### src/rtl/wb_la_initiator.sv
// Single-transfer Wishbone classic initiator: takes one host command, runs one
// bus cycle with an ack timeout, and returns read data or an error.
module wb_la_initiator #(
  parameter int TIMEOUT = 255
) (
  input  logic        wb_clk_i,
  input  logic        wb_rst_i,
  input  logic        cmd_valid,
  output logic        cmd_ready,
  input  logic        cmd_we,
  input  logic [31:0] cmd_adr,
  input  logic [31:0] cmd_dat,
  input  logic [3:0]  cmd_sel,
  output logic        rsp_valid,
  input  logic        rsp_ready,
  output logic [31:0] rsp_dat,
  output logic        rsp_err,
  output logic        busy,
  output logic        wbm_cyc_o,
  output logic        wbm_stb_o,
  output logic        wbm_we_o,
  output logic [3:0]  wbm_sel_o,
  output logic [31:0] wbm_adr_o,
  output logic [31:0] wbm_dat_o,
  input  logic        wbm_ack_i,
  input  logic [31:0] wbm_dat_i
);

  typedef enum logic [1:0] {IDLE, BUS, RESP} state_t;

  // Counter value on the last cycle the bus is allowed to wait for ack.
  localparam logic [15:0] TO_LAST = 16'(TIMEOUT - 1);

  state_t      state_reg, state_next;
  logic [15:0] cnt_reg, cnt_next;
  logic        cyc_reg, cyc_next;
  logic        we_reg, we_next;
  logic [31:0] adr_reg, adr_next;
  logic [31:0] dat_reg, dat_next;
  logic [3:0]  sel_reg, sel_next;
  logic [31:0] rsp_dat_reg, rsp_dat_next;
  logic        rsp_err_reg, rsp_err_next;

  always_ff @(posedge wb_clk_i or posedge wb_rst_i) begin
    if (wb_rst_i) begin
      state_reg   <= IDLE;
      cnt_reg     <= '0;
      cyc_reg     <= 1'b0;
      we_reg      <= 1'b0;
      adr_reg     <= '0;
      dat_reg     <= '0;
      sel_reg     <= '0;
      rsp_dat_reg <= '0;
      rsp_err_reg <= 1'b0;
    end else begin
      state_reg   <= state_next;
      cnt_reg     <= cnt_next;
      cyc_reg     <= cyc_next;
      we_reg      <= we_next;
      adr_reg     <= adr_next;
      dat_reg     <= dat_next;
      sel_reg     <= sel_next;
      rsp_dat_reg <= rsp_dat_next;
      rsp_err_reg <= rsp_err_next;
    end
  end

  always_comb begin
    state_next   = state_reg;
    cnt_next     = cnt_reg;
    cyc_next     = cyc_reg;
    we_next      = we_reg;
    adr_next     = adr_reg;
    dat_next     = dat_reg;
    sel_next     = sel_reg;
    rsp_dat_next = rsp_dat_reg;
    rsp_err_next = rsp_err_reg;
    case (state_reg)
      IDLE: begin
        if (cmd_valid) begin
          adr_next   = cmd_adr;
          dat_next   = cmd_dat;
          sel_next   = cmd_sel;
          we_next    = cmd_we;
          cyc_next   = 1'b1;
          cnt_next   = '0;
          state_next = BUS;
        end
      end
      BUS: begin
        // Ack takes priority over a timeout landing on the same edge.
        if (wbm_ack_i) begin
          cyc_next     = 1'b0;
          we_next      = 1'b0;
          rsp_dat_next = we_reg ? 32'h0 : wbm_dat_i;
          rsp_err_next = 1'b0;
          state_next   = RESP;
        end else if (cnt_reg == TO_LAST) begin
          cyc_next     = 1'b0;
          we_next      = 1'b0;
          rsp_dat_next = 32'h0;
          rsp_err_next = 1'b1;
          state_next   = RESP;
        end else begin
          cnt_next = cnt_reg + 16'd1;
        end
      end
      RESP: begin
        if (rsp_ready) state_next = IDLE;
      end
      default: state_next = IDLE;
    endcase
  end

  assign cmd_ready = (state_reg == IDLE);
  assign rsp_valid = (state_reg == RESP);
  assign busy      = (state_reg != IDLE);
  assign rsp_dat   = rsp_dat_reg;
  assign rsp_err   = rsp_err_reg;
  assign wbm_cyc_o = cyc_reg;
  assign wbm_stb_o = cyc_reg;
  assign wbm_we_o  = we_reg;
  assign wbm_adr_o = adr_reg;
  assign wbm_dat_o = dat_reg;
  assign wbm_sel_o = sel_reg;

endmodule
### config.mk
export PLATFORM = sky130hd
export DESIGN_NAME = wb_la_initiator
export DESIGN_NICKNAME = d
export VERILOG_FILES = /design/src/rtl/wb_la_initiator.sv
export SDC_FILE = /design/constraint.sdc
export NUM_CORES = 1
export LEC_CHECK = 0
export BUFFER_PORTS_ARGS = -buffer_cell sky130_fd_sc_hd__buf_2
export CAP_MARGIN = 25
export CORE_MARGIN = 2
export CORE_UTILIZATION = 51
export CTS_BUF_LIST = sky130_fd_sc_hd__clkbuf_4 sky130_fd_sc_hd__clkbuf_8 sky130_fd_sc_hd__clkbuf_16
export DETAILED_ROUTE_END_ITERATION = 8
export PLACE_DENSITY_LB_ADDON = 0.2
export SYNTH_ARGS = -nofsm -noshare
export SYNTH_HDL_FRONTEND = slang
export SYNTH_SLANG_ARGS = --single-unit
### constraint.sdc
create_clock -name wb_clk_i -period 7.21 [get_ports wb_clk_i]
set_input_delay 1.0815 -clock wb_clk_i [delete_from_list [all_inputs] [get_ports wb_clk_i]]
set_output_delay 1.0815 -clock wb_clk_i [all_outputs]
set_load 0.02 [all_outputs]
* Yosys cells after proc, flatten, opt, wreduce, memory -nomap -nowiden
Cells that the tools add are included.
** Storage, ports and cells
- Bits in registers :: 121
- Latch bits :: 0
- Memory bits (writable) :: 0
- ROM bits :: 0
- Input bits :: 106
- Output and inout bits :: 107
- Memories kept :: 0
** Operators by class
- Add/subtract/negate cells :: 1
- Multiply operators :: 0
- Divide/modulo/power cells :: 0
- $lt $le $gt $ge :: 0
- Equal/unequal tests :: 8
- Shift-type cells :: 0
- Multiplexer cells :: 20
- Bitwise logic cells :: 0
- Reductions and logical operators :: 9
** Operators by type and width (count)
- two-way mux 32 bit :: 3
- two-way mux 16 bit :: 3
- case mux 16 bit (2 select lines) :: 1
- adder 16 x 1 -> 16 bit (second input constant) :: 1
- equality test 16 x 8 -> 1 bit (second input constant) :: 1
- two-way mux 2 bit :: 4
- two-way mux 1 bit :: 6
- != test 2 bit (second input constant) :: 3
- case mux 2 bit (3 select lines) :: 1
- AND reduction 3 bit :: 2
- nonzero test 2 bit :: 3
- case mux 1 bit (2 select lines) :: 2
- AND reduction 2 bit :: 2
- AND reduction 4 bit :: 1
- != test 3 bit (second input constant) :: 1
- equality test 2 x 1 -> 1 bit (second input constant) :: 1
- equality test 2 bit (second input constant) :: 1
- logical NOT 2 bit :: 1
- != test 2 x 1 -> 1 bit (second input constant) :: 1

* Logic depth before layout (Yosys ltp)
Gate-level depths: netlist (run 1).
- Word-level depth :: 4
- Gate-level depth with buffers :: 9
- Depth with buffers taken out :: 7

* Least setup slack after synthesis (run 1)
Ideal clock, no wire load.
- Path type :: input to register
- From :: input cmd_valid
- To :: register cnt_reg[5]
- Setup time :: 130 ps
- Arrival :: 2215 ps
- Data required time :: 7080 ps
- Slack :: 4865 ps
- Cell stages on the path :: 5
- Buffers on the path :: 0
- Cell sequence :: nor3b_1 -> nor2_1 -> or3_1 -> o211ai_1 -> o41ai_1
** Between the ends
- Word-level cells in the longest chain between the ends :: 2
** RTL lines
- start, declared :: RTL line 8 : input logic cmd_valid,
- != test 2 bit (no source line)
- AND reduction 4 bit (no source line)
- end signal, assigned :: RTL line 57 : cnt_reg <= cnt_next;
- end, declared :: RTL line 35 : logic [15:0] cnt_reg, cnt_next;
Every way passes these cells.
A chain may end at the register's enable or synchronous reset.

* Final worst setup path (run 1)
- From :: register state_reg[0]
- To :: output rsp_valid
** Between the ends
- Word-level cells in the longest chain between the ends :: 1
** RTL lines
- start, declared :: RTL line 34 : state_t state_reg, state_next;
- start signal, assigned :: RTL line 56 : state_reg <= state_next;
- equality test 2 bit :: RTL line 116 : assign rsp_valid = (state_reg == RESP);
- end, declared :: RTL line 14 : output logic rsp_valid,
Every way passes these cells.

==> results.py, run 1 <==
metrics = {
    "finish": {
        "nNetsFinal": 829,
        "drive_gt1_frac": 0.347,
        "diodes": 0,
        "area_delta_synth_final_pct": 35.8,
        "fin_util": 0.718,
        "layout_commonest_cell": "nand2_1",
        "mostFrequentLayoutCells": "nand2_1 (230), buf_2 (212), dfrtp_1 (121), a22o_1 (27), clkbuf_16 (16)",
    },
    "route": {
        "wire_per_inst_um": 14.9,
        "wl_um": 12900,
        "vias": 4384,
        "drtAntennaViolNets": 0,
        "drt_pass1_iterations": 5,
        "drt-initial-drc-count": 206,
        "detail_route.vias_per_cell": 5.09,
        "post-route-drc-count": 0,
    },
    "grt": {
        "grt_pass1_wl_um": 20500,
        "grt_start_max_net_pins": 76,
        "grt.busiest_layer": "met2",
        "grt.met3_usage": 0.0876,
        "use_met1": 0.307,
        "grt_usage": 0.253,
        "antenna_found_initial": 0,
        "grtUsageMet2": 0.419,
        "grt-ovfl-total": 0,
        "grt_pass1_vias": 4368,
    },
    "synthesis": {
        "ys_ff_latch": 121,
        "synth_seq_area_share": 0.617,
        "syn_inst": 514,
        "async_flop_share": 1.00,
        "syn_area_mm2": 0.00491,
        "synth_top_flop_cell": "dfrtp_1",
        "yosysWarnings": 0,
        "synth_top_area_cell": "dfrtp_1",
        "synth_edf_count": 0,
        "syn_area_per_cell_um2": 9.55,
        "synth_area_leaders": "dfrtp_1 (62%), nand2_1 (18%), a22o_1 (4.8%)",
        "syn_nets": 622,
        "synth_top_area_share": 0.617,
        "ys_types": 42,
    },
    "die": {
        "start_util": 0.529,
        "core_mm2": 0.00928,
        "boundaryPins": 213,
        "dieArea_mm2": 0.0104,
        "rows": 35,
        "die_h_um": 102,
        "die_w_um": 102,
    },
    "setup_path": {
        "cp_common_cell": "inv_1",
        "cp_max_fo": 11,
        "crit_required_ns": 6.13,
        "critPathSlowestCell": "dfrtp_1",
        "startpoint_type": "register",
        "slowest_delay_ns": 0.54,
        "crit_path_end_kind": "output port",
        "crit_type": "register to output port",
        "rrSetupSlack_ns": 4.77,
        "crit_arrival_ns": 1.52,
        "crit_chain": "inv_1 > nand2_1 > inv_1 > buf_2",
    },
    "power": {
        "internal_power_uw": 1950,
        "seq_power_share": 0.349,
        "comb_power_share": 0.382,
        "total_leakage_power_uw": 0.00367,
        "power_switching_uw": 1320,
        "power.share.switching": 0.404,
        "vdd.ir_drop.worst_v": 0.000253,
        "clock_power_share": 0.269,
        "power_uw": 3280,
        "p_per_area_mw_per_mm2": 492,
    },
    "clock_network": {
        "root_buffer": "clkbuf_8",
        "clockBufferDepth": 2,
        "cts_resized": 0,
        "cts_inserted_buffers": 17,
        "cts.sinks": 121,
        "postCtsSetupRepairBufs": 0,
        "cts_max_level": 4,
        "cts_hold_buf": 0,
        "insertion_delay_ns": 0.51,
        "cts_tree": "yes",
        "clk_pin_slew_worst_paths_ns": 0.06,
    },
    "min_path": {
        "hold_class": "register to register",
    },
    "sta": {
        "maxSlewHeadroom": 0.376,
        "skew_ns": 0.0108,
        "period_share": 0.361,
        "hold_viol_final": 0,
        "finalSetupTns_ns": 0,
        "finalSetupViolations": 0,
        "max_freq_ghz": 0.384,
        "slew_viol_final": 0,
        "worst_pin_slew_ns": 0.936,
        "rsz0062_at_grt": "no",
        "fin_crit_ns": 2.60,
    },
    "outcome": {
        "outcome": "finished clean",
    },
    "run": {
        "drv_cap": 0,
    },
    "placement": {
        "place.gp.congestion": 0.820,
        "port_buffers": 212,
        "dp_hpwl_um": 8690,
    },
}
[worst max-delay path: cells and delay by family (launching register included)]
| family | cells | cell delay, ns |
|---|---|---|
| and+or+nand+nor | 1 | 0.12 |
| buffers and inverters | 3 | 0.36 |
| DFF | 1 | 0.54 |
[layer usage]
layer,routed length [µm],vias up
met5,0,-
met4,240,0
met3,1070,24
met2,6440,179
met1,5100,2079
li1,-,2102
[kinds of logic (layout without fill, tap and decap cells)]
group / count (synthesis) / count (layout) / synth area share
adders and majority gates: 2 / 2 / 0.00510
xor gates and xnor gates: 1 / 1 / 0.00178
muxes: 2 / 2 / 0.00408
AOI/OAI and AO/OA: 71 / 71 / 0.105
and+or+nand+nor: 281 / 281 / 0.236
buffers and inverters: 36 / 255 / 0.0321
DFF: 121 / 121 / 0.617
[final timing paths]
kind	end	startpoint	cells after the start
worst max-delay path	rsp_valid	state_reg[0]	4
worst min-delay path	wbm_dat_o[0]	wbm_dat_o[0]	2
worst max register to register	rsp_dat[8]	cnt_reg[10]	5
worst min register to register	wbm_dat_o[0]	wbm_dat_o[0]	2
max in group asynchronous	wbm_dat_o[29]	wb_rst_i	3
min in group asynchronous	rsp_dat[30]	wb_rst_i	2
[stage by stage]
step,setup slack [ns],instance area (µm²),hold slack [ns],std cells
after floorplan,2.91,4910,0.472,514
after global placement,4.29,6040,0.454,831
after detailed placement,4.22,6040,0.457,831
after CTS,4.60,6660,0.472,862
after global routing,4.47,6660,0.492,862
final,4.61,6660,0.468,862
[area by class of cell]
class                   instances  area [µm²]
well taps                     129         161
multi-input cells             357        1730
fillers                       722        2620
repair buffers                216        1090
clock buffers                  18         428
flip-flops and latches        121        3030
clock inverters                13         193
inverters                       8        32.5
[cells in the mapped netlist, drive strengths merged (5+ instances only)]
master / instances
a22o: 27
o21ai: 17
nor2: 12
a21oi: 11
clkbuf: 18
nor3: 6
buf: 10
inv: 8
o31ai: 5
nand3: 9
nand2: 231
dfrtp: 121
[power by group through the flow]
stage                     Clock [µW]  Sequential (µW)  Combinational (µW)
final                            881             1140                1250
after CTS                        893             1150                1270
after global placement             0             1140                1220
after global routing             925             1180                1370
after detailed placement           0             1140                1260
after floorplan                    0             1460                 487
(Power assumes the default switching activity.)
==> run 2: changes to the inputs <==
--- a/config.mk
+++ b/config.mk
@@ -8,7 +8,7 @@
 export BUFFER_PORTS_ARGS = -buffer_cell sky130_fd_sc_hd__buf_2
 export CAP_MARGIN = 25
 export CORE_MARGIN = 2
-export CORE_UTILIZATION = 51
+export CORE_UTILIZATION = 43
 export CTS_BUF_LIST = sky130_fd_sc_hd__clkbuf_4 sky130_fd_sc_hd__clkbuf_8 sky130_fd_sc_hd__clkbuf_16
 export DETAILED_ROUTE_END_ITERATION = 8
 export PLACE_DENSITY_LB_ADDON = 0.2
==> constraint.sdc (replaced) <==
create_clock -name wb_clk_i -period 2.3 [get_ports wb_clk_i]
set_input_delay 0.345 -clock wb_clk_i [delete_from_list [all_inputs] [get_ports wb_clk_i]]
set_output_delay 0.345 -clock wb_clk_i [all_outputs]
set_load 0.02 [all_outputs]
==> run 2 against run 1 <==
Compared with the run above: routed wire length down 5.4%; count of clock-buffer cells in the layout up 2; worst setup slack got worse by 4.5 ns; final cell count rose by 2.6%; largest cell class unchanged; critical path type is now register to register; flip-flop and latch count stayed put; final area up 1.4%; non-clock buffer count is 7 higher; highest routed layer unchanged; via count fell by 1.8%; clock skew shrank 0.0052 ns.
==> results.py, run 2 (synthesis gave the netlist of run 1 again) <==
metrics = {
    "setup_path": {
        "crit_type": "register to register",
        "crit_arrival_ns": 2.46,
        "cp_max_fo": 7,
        "startpoint_type": "register",
        "crit_path_end_kind": "register",
        "crit_required_ns": 2.61,
    },
    "grt": {
        "grt-ovfl-total": 0,
        "grt_usage": 0.208,
        "antenna_found_initial": 0,
        "grt_pass1_wl_um": 20700,
        "grt_start_max_net_pins": 69,
        "grt_pass1_vias": 4343,
    },
    "sta": {
        "finalSetupTns_ns": 0,
        "skew_ns": 0.00558,
        "max_freq_ghz": 0.466,
        "slew_viol_final": 0,
        "period_share": 0.933,
        "maxSlewHeadroom": 0.560,
        "hold_viol_final": 0,
        "rsz0062_at_grt": "no",
        "fin_crit_ns": 2.15,
        "finalSetupViolations": 0,
        "worst_pin_slew_ns": 0.660,
    },
    "die": {
        "start_util": 0.435,
        "die_h_um": 111,
        "core_mm2": 0.0113,
        "boundaryPins": 213,
        "die_w_um": 111,
        "rows": 39,
        "dieArea_mm2": 0.0123,
    },
    "route": {
        "wl_um": 12200,
        "vias": 4305,
        "drtAntennaViolNets": 0,
        "post-route-drc-count": 0,
        "wire_per_inst_um": 13.8,
        "drt_pass1_iterations": 5,
        "detail_route.vias_per_cell": 4.87,
        "drt-initial-drc-count": 240,
    },
    "min_path": {
        "hold_class": "primary input to async pin",
    },
    "clock_network": {
        "root_buffer": "clkbuf_16",
        "cts_hold_buf": 0,
        "postCtsSetupRepairBufs": 0,
        "cts_resized": 0,
        "insertion_delay_ns": 0.40,
        "cts_max_level": 4,
        "cts_tree": "yes",
        "cts_inserted_buffers": 17,
        "cts.sinks": 121,
        "clk_pin_slew_worst_paths_ns": 0.05,
        "clockBufferDepth": 2,
    },
    "power": {
        "vdd.ir_drop.worst_v": 0.00110,
        "total_leakage_power_uw": 0.00371,
        "p_per_area_mw_per_mm2": 1500,
    },
    "outcome": {
        "outcome": "finished clean",
    },
    "finish": {
        "area_delta_synth_final_pct": 37.6,
        "nNetsFinal": 836,
        "mostFrequentLayoutCells": "nand2_1 (230), buf_2 (212), dfrtp_1 (121), a22o_1 (27), clkbuf_16 (17)",
        "diodes": 0,
        "layout_commonest_cell": "nand2_1",
        "n_fill_cell": 963,
        "drive_gt1_frac": 0.354,
        "fin_util": 0.599,
    },
    "placement": {
        "place.gp.congestion": 0.825,
        "port_buffers": 212,
        "dp_hpwl_um": 8480,
    },
    "run": {
        "drv_cap": 0,
    },
}
run 2: worst paths after layout:
path	start	end	slack, ns	cells after the start
min in group wb_clk_i	cmd_sel[3]	wbm_sel_o[3]	0.13	3
max reg2reg	cnt_reg[10]	cnt_reg[4]	0.15	5
min	wb_rst_i	cnt_reg[14]	0.05	3
max in group asynchronous	wb_rst_i	wbm_dat_o[30]	1.67	3
max	cnt_reg[10]	cnt_reg[4]	0.15	5
min reg2reg	wbm_adr_o[16]	wbm_adr_o[16]	0.47	2
run 2: critical path: stages, from the launching register on:
cell	delay, ns
dfrtp_1	0.40
or4_4	0.56
nor4_4	0.35
or2_0	0.41
nor3_1	0.12
o31ai_2	0.22
run 2: stage by stage:
stage | hold WS, ns | power, µW | setup slack [ns] | area [µm²] | std cells
2_1_floorplan | 0.431 | 6110 | 0.319 | 4910 | 514
3_3_place_gp | 0.454 | 7470 | 0.223 | 6150 | 852
3_5_place_dp | 0.457 | 7560 | 0.168 | 6150 | 852
4_1_cts | 0.0444 | 10300 | 0.168 | 6760 | 884
5_1_grt | 0.0670 | 10800 | 0.0277 | 6760 | 884
6_report | 0.0538 | 10200 | 0.155 | 6760 | 884
run 2: area by class of cell:
class,instances,area [µm²],share of cell area
Tap cell,143,179,0.0265
Timing Repair Buffer,223,1180,0.175
Multi-Input combinational cell,357,1730,0.256
Sequential cell,121,3030,0.448
Inverter,8,33.8,0.00500
Clock buffer,20,454,0.0672
Clock inverter,12,150,0.0222
run 2: power breakdown:
part           total, µW  internal, µW  switching [µW]
sequential          3550          3030             516
combinational       3940          1350            2580
clock               2680          1750             932
total              10200          6140            4030
run 2: layer usage:
| metal | track usage | vias up | part of all wire | wire length [µm] |
|---|---|---|---|---|
| met4 | 0.0933 | 0 | 0.016 | 189 |
| met1 | 0.275 | 1992 | 0.44 | 5300 |
| li1 | - | 2115 | - | - |
| met5 | 0 | - | 0 | 0 |
| met2 | 0.308 | 184 | 0.46 | 5610 |
| met3 | 0.0782 | 14 | 0.087 | 1060 |
